### src/rtl/regfile_pkg.sv
// Shared definitions for the debug-capable register file.
//   - default width constants used by the interface and the top level
//   - dump_state_e: state encoding of the sequential dump engine
package regfile_pkg;

  localparam int NB_DATA_DEF = 32;
  localparam int NB_REG_DEF  = 5;

  typedef enum logic [1:0] {
    IDLE = 2'd0,
    DUMP = 2'd1,
    DONE = 2'd2
  } dump_state_e;

endpackage

### src/rtl/register_file_dbg_if.sv
// Bus bundle between the ID stage / debug unit and the register file.
//   Pipeline side : two read addresses with combinational read data,
//                   one write port (address, data, enable).
//   Debug side    : dump start request, valid/ready beat handshake carrying
//                   index and data, one-cycle done pulse, busy flag.
// master modport is the user (pipeline + debug unit), slave is the register file.
interface register_file_dbg_if
  import regfile_pkg::*;
#(
  parameter int NB_DATA = NB_DATA_DEF,
  parameter int NB_REG  = NB_REG_DEF
);

  logic [NB_REG-1:0]  i_read_reg1;
  logic [NB_REG-1:0]  i_read_reg2;
  logic [NB_REG-1:0]  i_write_reg;
  logic [NB_DATA-1:0] i_write_data;
  logic               i_write_enable;
  logic [NB_DATA-1:0] o_register1;
  logic [NB_DATA-1:0] o_register2;

  logic               i_dump_start;
  logic               i_dump_ready;
  logic               o_dump_valid;
  logic [NB_REG-1:0]  o_dump_idx;
  logic [NB_DATA-1:0] o_dump_data;
  logic               o_dump_done;
  logic               o_busy;

  modport master (
    output i_read_reg1, i_read_reg2, i_write_reg, i_write_data, i_write_enable,
    output i_dump_start, i_dump_ready,
    input  o_register1, o_register2,
    input  o_dump_valid, o_dump_idx, o_dump_data, o_dump_done, o_busy
  );

  modport slave (
    input  i_read_reg1, i_read_reg2, i_write_reg, i_write_data, i_write_enable,
    input  i_dump_start, i_dump_ready,
    output o_register1, o_register2,
    output o_dump_valid, o_dump_idx, o_dump_data, o_dump_done, o_busy
  );

endinterface

### src/rtl/register_dump_ctrl.sv
// Dump sequencer: walks the register index from 0 to NREGS-1, one beat per
// valid/ready handshake, then pulses done for one cycle and returns to IDLE.
// Ports:
//   i_clk, i_reset              clock, asynchronous active-high reset
//   i_dump_start                start request, honoured only in IDLE
//   i_dump_ready                consumer accepts the current beat
//   o_dump_valid, o_dump_idx    current beat and the register it refers to
//   o_dump_done                 one-cycle pulse after the last beat
//   o_busy                      high while beats are being offered
// All outputs decode the state register directly, so an asynchronous reset
// drops them without waiting for a clock edge.
module register_dump_ctrl
  import regfile_pkg::*;
#(
  parameter int NB_REG = NB_REG_DEF
) (
  input  logic              i_clk,
  input  logic              i_reset,
  input  logic              i_dump_start,
  input  logic              i_dump_ready,
  output logic              o_dump_valid,
  output logic              o_dump_done,
  output logic              o_busy,
  output logic [NB_REG-1:0] o_dump_idx
);

  localparam logic [NB_REG-1:0] LAST_IDX = '1;

  dump_state_e       state_q, state_d;
  logic [NB_REG-1:0] idx_q, idx_d;

  // NOTE: state registers use non-blocking assignments so every flop samples
  // the pre-edge value of every other flop, independent of process order.
  always_ff @(posedge i_clk or posedge i_reset) begin
    if (i_reset) begin
      state_q <= IDLE;
      idx_q   <= '0;
    end else begin
      state_q <= state_d;
      idx_q   <= idx_d;
    end
  end

  // NOTE: every signal written here gets a default first; a path that left
  // one unassigned would infer a latch.
  always_comb begin
    state_d      = state_q;
    idx_d        = idx_q;
    o_dump_valid = 1'b0;
    o_dump_done  = 1'b0;
    o_busy       = 1'b0;
    case (state_q)
      IDLE: begin
        if (i_dump_start) begin
          state_d = DUMP;
          idx_d   = '0;
        end
      end
      DUMP: begin
        o_dump_valid = 1'b1;
        o_busy       = 1'b1;
        if (i_dump_ready) begin
          // The last beat leaves DUMP instead of wrapping the index.
          if (idx_q == LAST_IDX) begin
            state_d = DONE;
          end else begin
            idx_d = idx_q + 1'b1;
          end
        end
      end
      DONE: begin
        o_dump_done = 1'b1;
        state_d     = IDLE;
      end
      default: state_d = IDLE;
    endcase
  end

  assign o_dump_idx = idx_q;

endmodule

### src/rtl/register_file_dbg.sv
// ID-stage register file with a debug dump port.
//   - two combinational read ports with optional write-to-read bypass
//   - one write port, register 0 optionally hardwired to zero
//   - register_dump_ctrl sequences a full-array dump; this level muxes the
//     stored data for the current dump index (no bypass on that path)
// Ports:
//   i_clk, i_reset   clock, asynchronous active-high reset
//   bus              register_file_dbg_if slave modport (read/write/dump)
// Parameters: NB_DATA data width, NB_REG address width (2**NB_REG registers),
//   ZERO_REG hardwires register 0, BYPASS forwards same-cycle write data.
module register_file_dbg
  import regfile_pkg::*;
#(
  parameter int NB_DATA  = NB_DATA_DEF,
  parameter int NB_REG   = NB_REG_DEF,
  parameter bit ZERO_REG = 1'b1,
  parameter bit BYPASS   = 1'b1
) (
  input  logic                i_clk,
  input  logic                i_reset,
  register_file_dbg_if.slave  bus
);

  localparam int NREGS = 2**NB_REG;

  logic [NB_DATA-1:0] regs_q [NREGS];
  logic [NB_DATA-1:0] regs_d [NREGS];
  logic               wr_en;
  logic [NB_DATA-1:0] rd_data1;
  logic [NB_DATA-1:0] rd_data2;
  logic               dump_valid;
  logic [NB_REG-1:0]  dump_idx;

  // Writes to register 0 are dropped when it is hardwired.
  assign wr_en = bus.i_write_enable && !(ZERO_REG && (bus.i_write_reg == '0));

  always_comb begin
    regs_d = regs_q;
    if (wr_en) begin
      regs_d[bus.i_write_reg] = bus.i_write_data;
    end
  end

  // NOTE: the architectural state must read 0 after reset, so the whole array
  // is reset; this keeps it in flops rather than an inferred RAM macro.
  always_ff @(posedge i_clk or posedge i_reset) begin
    if (i_reset) begin
      for (int i = 0; i < NREGS; i++) begin
        regs_q[i] <= '0;
      end
    end else begin
      regs_q <= regs_d;
    end
  end

  // Priority: hardwired zero beats bypass, bypass beats stored value.
  always_comb begin
    rd_data1 = regs_q[bus.i_read_reg1];
    if (BYPASS && bus.i_write_enable && (bus.i_read_reg1 == bus.i_write_reg)) begin
      rd_data1 = bus.i_write_data;
    end
    if (ZERO_REG && (bus.i_read_reg1 == '0)) begin
      rd_data1 = '0;
    end

    rd_data2 = regs_q[bus.i_read_reg2];
    if (BYPASS && bus.i_write_enable && (bus.i_read_reg2 == bus.i_write_reg)) begin
      rd_data2 = bus.i_write_data;
    end
    if (ZERO_REG && (bus.i_read_reg2 == '0)) begin
      rd_data2 = '0;
    end
  end

  assign bus.o_register1 = rd_data1;
  assign bus.o_register2 = rd_data2;

  register_dump_ctrl #(
    .NB_REG (NB_REG)
  ) u_dump_ctrl (
    .i_clk        (i_clk),
    .i_reset      (i_reset),
    .i_dump_start (bus.i_dump_start),
    .i_dump_ready (bus.i_dump_ready),
    .o_dump_valid (dump_valid),
    .o_dump_done  (bus.o_dump_done),
    .o_busy       (bus.o_busy),
    .o_dump_idx   (dump_idx)
  );

  assign bus.o_dump_valid = dump_valid;
  assign bus.o_dump_idx   = dump_idx;
  // Stored contents only: a write during a stalled beat shows up here in the
  // following cycle, which is the value captured at the accepting edge.
  assign bus.o_dump_data  = dump_valid ? regs_q[dump_idx] : '0;

endmodule
### src/flat_wrapper.sv
// flat-port wrapper written by rule: the top's interface ports become plain ports
module register_file_dbg_flat import regfile_pkg::*;
#(
  parameter int NB_DATA  = NB_DATA_DEF,
  parameter int NB_REG   = NB_REG_DEF,
  parameter bit ZERO_REG = 1'b1,
  parameter bit BYPASS   = 1'b1
)
  (i_clk, i_reset, bus_i_read_reg1, bus_i_read_reg2, bus_i_write_reg, bus_i_write_data, bus_i_write_enable, bus_i_dump_start, bus_i_dump_ready, bus_o_register1, bus_o_register2, bus_o_dump_valid, bus_o_dump_idx, bus_o_dump_data, bus_o_dump_done, bus_o_busy);
  register_file_dbg_if #(.NB_DATA(NB_DATA), .NB_REG(NB_REG)) bus_i ();
  input  logic i_clk;
  input  logic i_reset;
  input wire logic [$bits(bus_i.i_read_reg1)-1:0] bus_i_read_reg1;
  input wire logic [$bits(bus_i.i_read_reg2)-1:0] bus_i_read_reg2;
  input wire logic [$bits(bus_i.i_write_reg)-1:0] bus_i_write_reg;
  input wire logic [$bits(bus_i.i_write_data)-1:0] bus_i_write_data;
  input wire logic [$bits(bus_i.i_write_enable)-1:0] bus_i_write_enable;
  input wire logic [$bits(bus_i.i_dump_start)-1:0] bus_i_dump_start;
  input wire logic [$bits(bus_i.i_dump_ready)-1:0] bus_i_dump_ready;
  output wire logic [$bits(bus_i.o_register1)-1:0] bus_o_register1;
  output wire logic [$bits(bus_i.o_register2)-1:0] bus_o_register2;
  output wire logic [$bits(bus_i.o_dump_valid)-1:0] bus_o_dump_valid;
  output wire logic [$bits(bus_i.o_dump_idx)-1:0] bus_o_dump_idx;
  output wire logic [$bits(bus_i.o_dump_data)-1:0] bus_o_dump_data;
  output wire logic [$bits(bus_i.o_dump_done)-1:0] bus_o_dump_done;
  output wire logic [$bits(bus_i.o_busy)-1:0] bus_o_busy;
  assign bus_i.i_read_reg1 = bus_i_read_reg1;
  assign bus_i.i_read_reg2 = bus_i_read_reg2;
  assign bus_i.i_write_reg = bus_i_write_reg;
  assign bus_i.i_write_data = bus_i_write_data;
  assign bus_i.i_write_enable = bus_i_write_enable;
  assign bus_i.i_dump_start = bus_i_dump_start;
  assign bus_i.i_dump_ready = bus_i_dump_ready;
  assign bus_o_register1 = bus_i.o_register1;
  assign bus_o_register2 = bus_i.o_register2;
  assign bus_o_dump_valid = bus_i.o_dump_valid;
  assign bus_o_dump_idx = bus_i.o_dump_idx;
  assign bus_o_dump_data = bus_i.o_dump_data;
  assign bus_o_dump_done = bus_i.o_dump_done;
  assign bus_o_busy = bus_i.o_busy;
  register_file_dbg #(.NB_DATA(NB_DATA), .NB_REG(NB_REG), .ZERO_REG(ZERO_REG), .BYPASS(BYPASS)) u_core (.i_clk(i_clk), .i_reset(i_reset), .bus(bus_i));
endmodule
### config.mk
export PLATFORM = sky130hd
export DESIGN_NAME = register_file_dbg_flat
export DESIGN_NICKNAME = d
export VERILOG_FILES = /design/src/rtl/regfile_pkg.sv /design/src/rtl/register_file_dbg_if.sv /design/src/rtl/register_dump_ctrl.sv /design/src/rtl/register_file_dbg.sv /design/src/flat_wrapper.sv
export SDC_FILE = /design/constraint.sdc
export NUM_CORES = 2
export LEC_CHECK = 0
export CAP_MARGIN = 20
export CORE_MARGIN = 2
export CORE_UTILIZATION = 40
export CTS_BUF_LIST = sky130_fd_sc_hd__clkbuf_8 sky130_fd_sc_hd__clkbuf_16
export CTS_CLUSTER_DIAMETER = 120
export DETAILED_ROUTE_END_ITERATION = 12
export HOLD_SLACK_MARGIN = 0.15
export SYNTH_ARGS = -nofsm -noshare
export SYNTH_HDL_FRONTEND = slang
export SYNTH_SLANG_ARGS = --single-unit
### constraint.sdc
create_clock -name i_clk -period 35.9 [get_ports i_clk]
set_input_delay 3.59 -clock i_clk [delete_from_list [all_inputs] [get_ports i_clk]]
set_output_delay 3.59 -clock i_clk [all_outputs]
set_load 0.02 [all_outputs]
* Word level (Yosys, flattened, before mapping)
Cells that the tools add are included.
** Storage, ports and cells
- Word-level logic and storage cells :: 92
- Register bits after elaboration :: 1031
- Output and inout port bits :: 104
- Latch bits :: 0
- RAM bits :: 0
- ROM bits :: 0
- Input bits :: 52
- Memories :: 0
** Cells by class
- Shift-type cells :: 0
- $mul :: 0
- Multiplexer cells :: 27
- Reduce and logical (&&, ||, !) cells :: 12
- Bitwise gates (word level) :: 4
- Divide/modulo/power cells :: 0
- Eq/ne operators :: 9
- Add/subtract/negate cells :: 1
- Magnitude comparators :: 5
** Operators by type and width (count)
- bitwise mux 1024 bit :: 1
- binary-select mux 32 bit (select 5 bit) :: 3
- 2-to-1 mux 32 bit :: 12
- demux 32 bit (select 5 bit) :: 1
- >= comparator 6 bit, second input constant :: 4
- NOT 5 -> 6 bit :: 4
- zero test 5 bit :: 3
- 2-to-1 mux 5 bit :: 3
- == test 5 bit :: 2
- one-hot mux 5 bit (2 select lines) :: 1
- != test 2 bit, second input constant :: 4
- less-than comparator 6 x 1 -> 1 bit, second input constant :: 1
- 2-to-1 mux 2 bit :: 3
- adder 5 x 1 -> 5 bit, second input constant :: 1
- == test 5 bit, second input constant :: 1
- logical AND 1 bit :: 4
- one-hot mux 2 bit (2 select lines) :: 1
- AND reduction 4 bit :: 1
- AND reduction 3 bit :: 1
- == test 2 x 1 -> 1 bit, second input constant :: 1
- == test 2 bit, second input constant :: 1
- zero test 2 bit :: 1
- 2-to-1 mux 1 bit :: 2
- nonzero test 2 bit :: 1
- zero test 1 bit :: 1

* Depth between registers and ports, before layout
- Depth after elaboration :: 6
- Mapped depth :: 9
- Gate-level depth less buffers :: 7

* Hierarchy
From an unflattened synthesis, not the netlist that was laid out.
** Second synthesis, totals
- Cells, all modules :: 4265
- Area, all modules :: 63384.5 sq um
** By module, submodules not included
- register_file_dbg :: area an instance 63017.9 sq um, seq. area each 25624.6 sq um, cells an instance 4231, instances 1
- register_dump_ctrl :: area an instance 366.6 sq um, seq. area each 175.2 sq um, cells an instance 34, instances 1

* Worst setup path before layout
No wires, ideal clock.
- Kind :: input-to-output
- From :: input bus_i_read_reg1[0]
- To :: output bus_o_register1[3]
- Arrival :: 5.271 ns
- Stages :: 7
- Slack :: 27.039 ns
- Buffers on the path :: 3
- Required time :: 32.310 ns
- Cells stage by stage :: buf_4 buf_4 buf_2 mux4_2 a22oi_1 a21oi_1 a211o_1
** On the way
- Cells in the longest elaborated chain, start to end :: 6
- Elaborated cells on any way between the ends :: 9
- Classes of those cells :: eq/ne: 1; mux: 5; bitwise: 1; reduce/logical: 2
** RTL lines
- start, declared :: line flat_wrapper.sv:13 : input wire logic [$bits(bus_i.i_read_reg1)-1:0] bus_i_read_reg1;
- NOT 5 -> 6 bit (implied by the code) :: line register_file_dbg.sv:58 : rd_data1 = regs_q[bus.i_read_reg1];
- binary-select mux 32 bit (select 5 bit) :: line register_file_dbg.sv:58
- 2-to-1 mux 32 bit (implied by the code) (2 in series) :: line register_file_dbg.sv:58
- 2-to-1 mux 32 bit :: line register_file_dbg.sv:59 : if (BYPASS && bus.i_write_enable && (bus.i_read_reg1 == bus.i_write_reg)) begin
- 2-to-1 mux 32 bit * :: line register_file_dbg.sv:62 : if (ZERO_REG && (bus.i_read_reg1 == '0)) begin
- end, declared :: line flat_wrapper.sv:20 : output wire logic [$bits(bus_i.o_register1)-1:0] bus_o_register1;
Every way passes the cells marked *; elsewhere a longest branch is shown, timed or not. The select of a mux whose other input is x is not followed.

* Worst setup path in the final report
- From :: input bus_i_read_reg1[0]
- To :: output bus_o_register1[2]
The elaborated chain is that of the path after synthesis.

==> impl_results.md <==
* Postcts setup bufs at 0
* Sum of overflow across all layers after global routing at 0
* Flop and latch count out of synthesis at 1,031
* Overall die height at 402 um
* Library cells used by synthesis at 56
* Type of the setup path with the least slack: in -> out
* Vias post-DR at 44,000
* Power per Cell Area at 60.1 nW/um2
* Final-report hold violation count at 0
* Detailed router's first-iteration violation count at 5,607
* Number of global-route vias before repair at around 43,000
* HPWL reported at the end of detailed placement at 134,000 um
* Fill cells at approximately 14,000
* Multiplexer area fraction after synthesis at a little under half
* Root buffer selected by CTS: sky130_fd_sc_hd__clkbuf_16
* Routed vias/inst at 6.98
* Adder-Cell Fraction of Synth Area at 0.0396%
* Unrepaired setup endpoints after global routing: false
* Worst relative slew slack at 12.8%
* Xor and xnor fraction of the mapped netlist area at 0.139%
* Max VDD drop at 0.0463 mV
* Placer congestion estimate at 0.853
* Final ANT Viol Nets at 0
* Post-cts sizing count at 0
* Io pins at 156
* Static leakage at 28.9 nW
* Mean cell area of the mapped netlist at between 10 and 15 um2
* Arrival time at the worst endpoint at between 8 and 9 ns
* Flip-flop and latch area at 25,800 um2
* Maximum fanout along the worst path at 41
* TritonCTS clock tree: done
* Final-report max-slew violation count at 0
* Placement row count at 145
* Number of synthesized flops with an enable pin at 0
* Most used flip-flop cell after synthesis: sky130_fd_sc_hd__dfrtp_1
* Die X at approximately 400 um
* Footprint of the multi-input gates at 35,100 um2
* Total power after layout at 4.24 mW
* Endpoint kind of the worst setup timing path: output port
* Routed WL per cell at 37.8 um
* Clock Skews at 0.00379 ns
* Full die area at around 160,000 um2
* Initial cell density of the core at 40.4%
* Maximum number of pins on one net before global-route repair at around 160
* Total track usage at 29.3%
* Area of the placeable core at 157,000 um2
* Synthesis-to-finish area growth at 11.5%
* Number of warnings reported in the yosys synthesis log at 0
* Simple-gate portion of the synthesized area at 1.89%
* Wire length of the first global-routing pass at 340,000 um
* Routed wire length at 238,000 um
* Worst hold path class: reg -> reg
* Achievable clock frequency at 0.0851 GHz
* Synth Instances at 4,239
* Count of max-cap constraint violations at 0
* Diode count at 0
* Aggregate negative setup slack at 0 ns
* Layout Nets at 4,200
* Number of buffers between clock root and the deepest sink at 3
* Post-cts hold buffer count at 0
* Synth Area in Compound Gates at 5.40%
* Sequential share of the synthesized area at 40.8%
* Buffers added on ports at roughly 160
* Number of nets produced by synthesis at 4,293
* TritonCTS buffer count at 113
* CP Launch Type: input port
* Tightest Pin Transition at 1.31 ns
* Number of DRC violations after detailed routing at 0
* Worst skew pair latency at 0.73 ns
* Status: finished, final reports clean
* CTS HTree Levels at 3
* Clk pin slew, worst setup/hold paths at 0.06 ns
* Fraction of registers with async set or reset after synthesis at 100%
* Minimum clock period at 11.75 ns
* Detailed-routing iteration count for the pre-antenna-repair pass at 5
* Setup-failing EPs final at 0
* Dominant combinational cell family by area after synthesis: multiplexers
* Initial antenna violation count at 12
* CP Data Required Time at 32.31 ns
* Share of final-layout standard cells stronger than drive strength 1 at 51.2%
* CTS sink count at 1,031
* Final worst path period share at 32.7%
* Synth Cell Area at 63,200 um2
[worst paths after layout]
path                                                        from  cells past startpoint                          endpoint  slack [ns]
worst max-delay path                          bus_i_read_reg1[0]                      9                bus_o_register1[2]       24.15
worst min-delay path                         u_core.regs_q[1014]                      0               u_core.regs_q[1014]        0.41
worst max register to register  u_core.u_dump_ctrl.o_dump_idx[1]                      7  u_core.u_dump_ctrl.o_dump_idx[3]       33.50
worst min register to register               u_core.regs_q[1014]                      0               u_core.regs_q[1014]        0.41
max in group asynchronous                                i_reset                      6                u_core.regs_q[590]       28.65
min in group asynchronous                                i_reset                      2                u_core.regs_q[247]        3.48
[synth_stat cells (all sizes together) (5+ instances only)]
master / n / area share [%]
clkbuf: 234 / 1.4
dfrtp: 1031 / 41
a211o: 15 / 0.21
a21oi: 60 / 0.48
nor2b: 15 / 0.15
buf: 279 / 2.6
nor2: 43 / 0.26
inv: 38 / 0.23
o21ai: 61 / 0.48
mux2i: 174 / 2.8
o211ai: 23 / 0.27
nand2: 78 / 0.46
o22a: 22 / 0.30
nor3: 11 / 0.095
o2111ai: 23 / 0.32
mux2: 996 / 18
and2: 7 / 0.069
and3: 5 / 0.049
a22oi: 159 / 1.9
a22o: 5 / 0.069
a221oi: 27 / 0.37
a221o: 19 / 0.30
xnor2: 10 / 0.14
nand4: 9 / 0.089
o221a: 17 / 0.30
a31oi: 23 / 0.23
mux4: 759 / 27
nand2b: 8 / 0.079
nand3: 57 / 0.45
[metal layers]
metal  share of wire [%]  vias to the layer above  global-route usage [%]
li1                    -                    16800                       -
met1                  40                    23900                    40.9
met2                  44                     2658                    43.0
met3                  10                      580                    7.75
met4                 4.9                       16                    13.2
met5               0.041                        -                       0
[flip-flops by register name (all words and copies together) (netlist names)]
register                       cells
u_core.u_dump_ctrl.o_dump_idx      5
u_core.regs_q                   1024
u_core.u_dump_ctrl.state_q         2
[cell type report]
type | instances | area share, %
Clock buffer | 136 | 4.47
Clock inverter | 73 | 1.07
Inverter | 39 | 0.218
Multi-Input combinational cell | 2656 | 49.8
Sequential cell | 1031 | 36.6
Tap cell | 2058 | 3.65
Timing Repair Buffer | 305 | 4.21
[where the power goes]
group          switching (mW)  internal [mW]
clock network           0.516          0.728
logic                   0.617          0.756
registers               0.240           1.38
total                    1.37           2.87
[kinds of logic (layout without fill, tap and decap cells)]
kind of cell,Yosys count,in the layout
DFF,1031,1031
adders and majority gates,2,2
xor gates and xnor gates,10,10
muxes,1929,1929
buffers and inverters,552,553
AOI/OAI and AO/OA,467,467
and+or+nand+nor,248,248
[through the flow]
stage	cells	util, %	setup slack (ns)	instance area (um2)	hold WS [ns]
2_1_floorplan	4239	-	3.30	63200	0.458
3_3_place_gp	6073	42.3	24.18	66200	0.394
3_5_place_dp	6079	42.4	24.14	66400	0.402
4_1_cts	6288	44.9	24.15	70300	0.416
5_1_grt	6298	45.0	23.92	70500	0.424
6_report	6298	45.0	24.15	70500	0.414
[layout by cell type, fill, tap and decap left out, types with 7 or more instances in the layout]
cell / n
sky130_fd_sc_hd__a21oi_1: 59
sky130_fd_sc_hd__dfrtp_1: 1026
sky130_fd_sc_hd__xnor2_1: 10
sky130_fd_sc_hd__clkbuf_16: 117
sky130_fd_sc_hd__buf_8: 7
sky130_fd_sc_hd__o21ai_0: 27
sky130_fd_sc_hd__bufinv_16: 15
sky130_fd_sc_hd__o211ai_1: 23
sky130_fd_sc_hd__nor2_1: 26
sky130_fd_sc_hd__a211o_1: 15
sky130_fd_sc_hd__nand4_1: 9
sky130_fd_sc_hd__a31oi_1: 23
sky130_fd_sc_hd__clkinv_2: 22
sky130_fd_sc_hd__mux4_2: 759
sky130_fd_sc_hd__inv_1: 61
sky130_fd_sc_hd__nand2_4: 14
sky130_fd_sc_hd__mux2i_1: 174
sky130_fd_sc_hd__nand3_1: 57
sky130_fd_sc_hd__a221oi_1: 27
sky130_fd_sc_hd__nand2b_1: 7
sky130_fd_sc_hd__o22a_1: 22
sky130_fd_sc_hd__clkdlybuf4s50_1: 146
sky130_fd_sc_hd__a221o_1: 19
sky130_fd_sc_hd__nand2_1: 64
sky130_fd_sc_hd__nor2_4: 15
sky130_fd_sc_hd__nor2b_1: 12
sky130_fd_sc_hd__buf_16: 8
sky130_fd_sc_hd__clkbuf_8: 22
sky130_fd_sc_hd__o221a_2: 17
sky130_fd_sc_hd__o2111ai_1: 23
sky130_fd_sc_hd__a22oi_1: 159
sky130_fd_sc_hd__buf_4: 134
sky130_fd_sc_hd__mux2_2: 995
sky130_fd_sc_hd__o21ai_1: 32
[worst max-delay path, stage by stage]
cell and delay (ns):
sky130_fd_sc_hd__buf_8 0.39, sky130_fd_sc_hd__buf_4 0.72, sky130_fd_sc_hd__buf_4 0.58, sky130_fd_sc_hd__buf_4 0.73, sky130_fd_sc_hd__mux4_2 0.59, sky130_fd_sc_hd__a22oi_1 0.30, sky130_fd_sc_hd__o211ai_1 0.17, sky130_fd_sc_hd__o221a_2 0.37
sky130_fd_sc_hd__clkdlybuf4s50_1 0.57
Power figures use the tool's default switching activity.
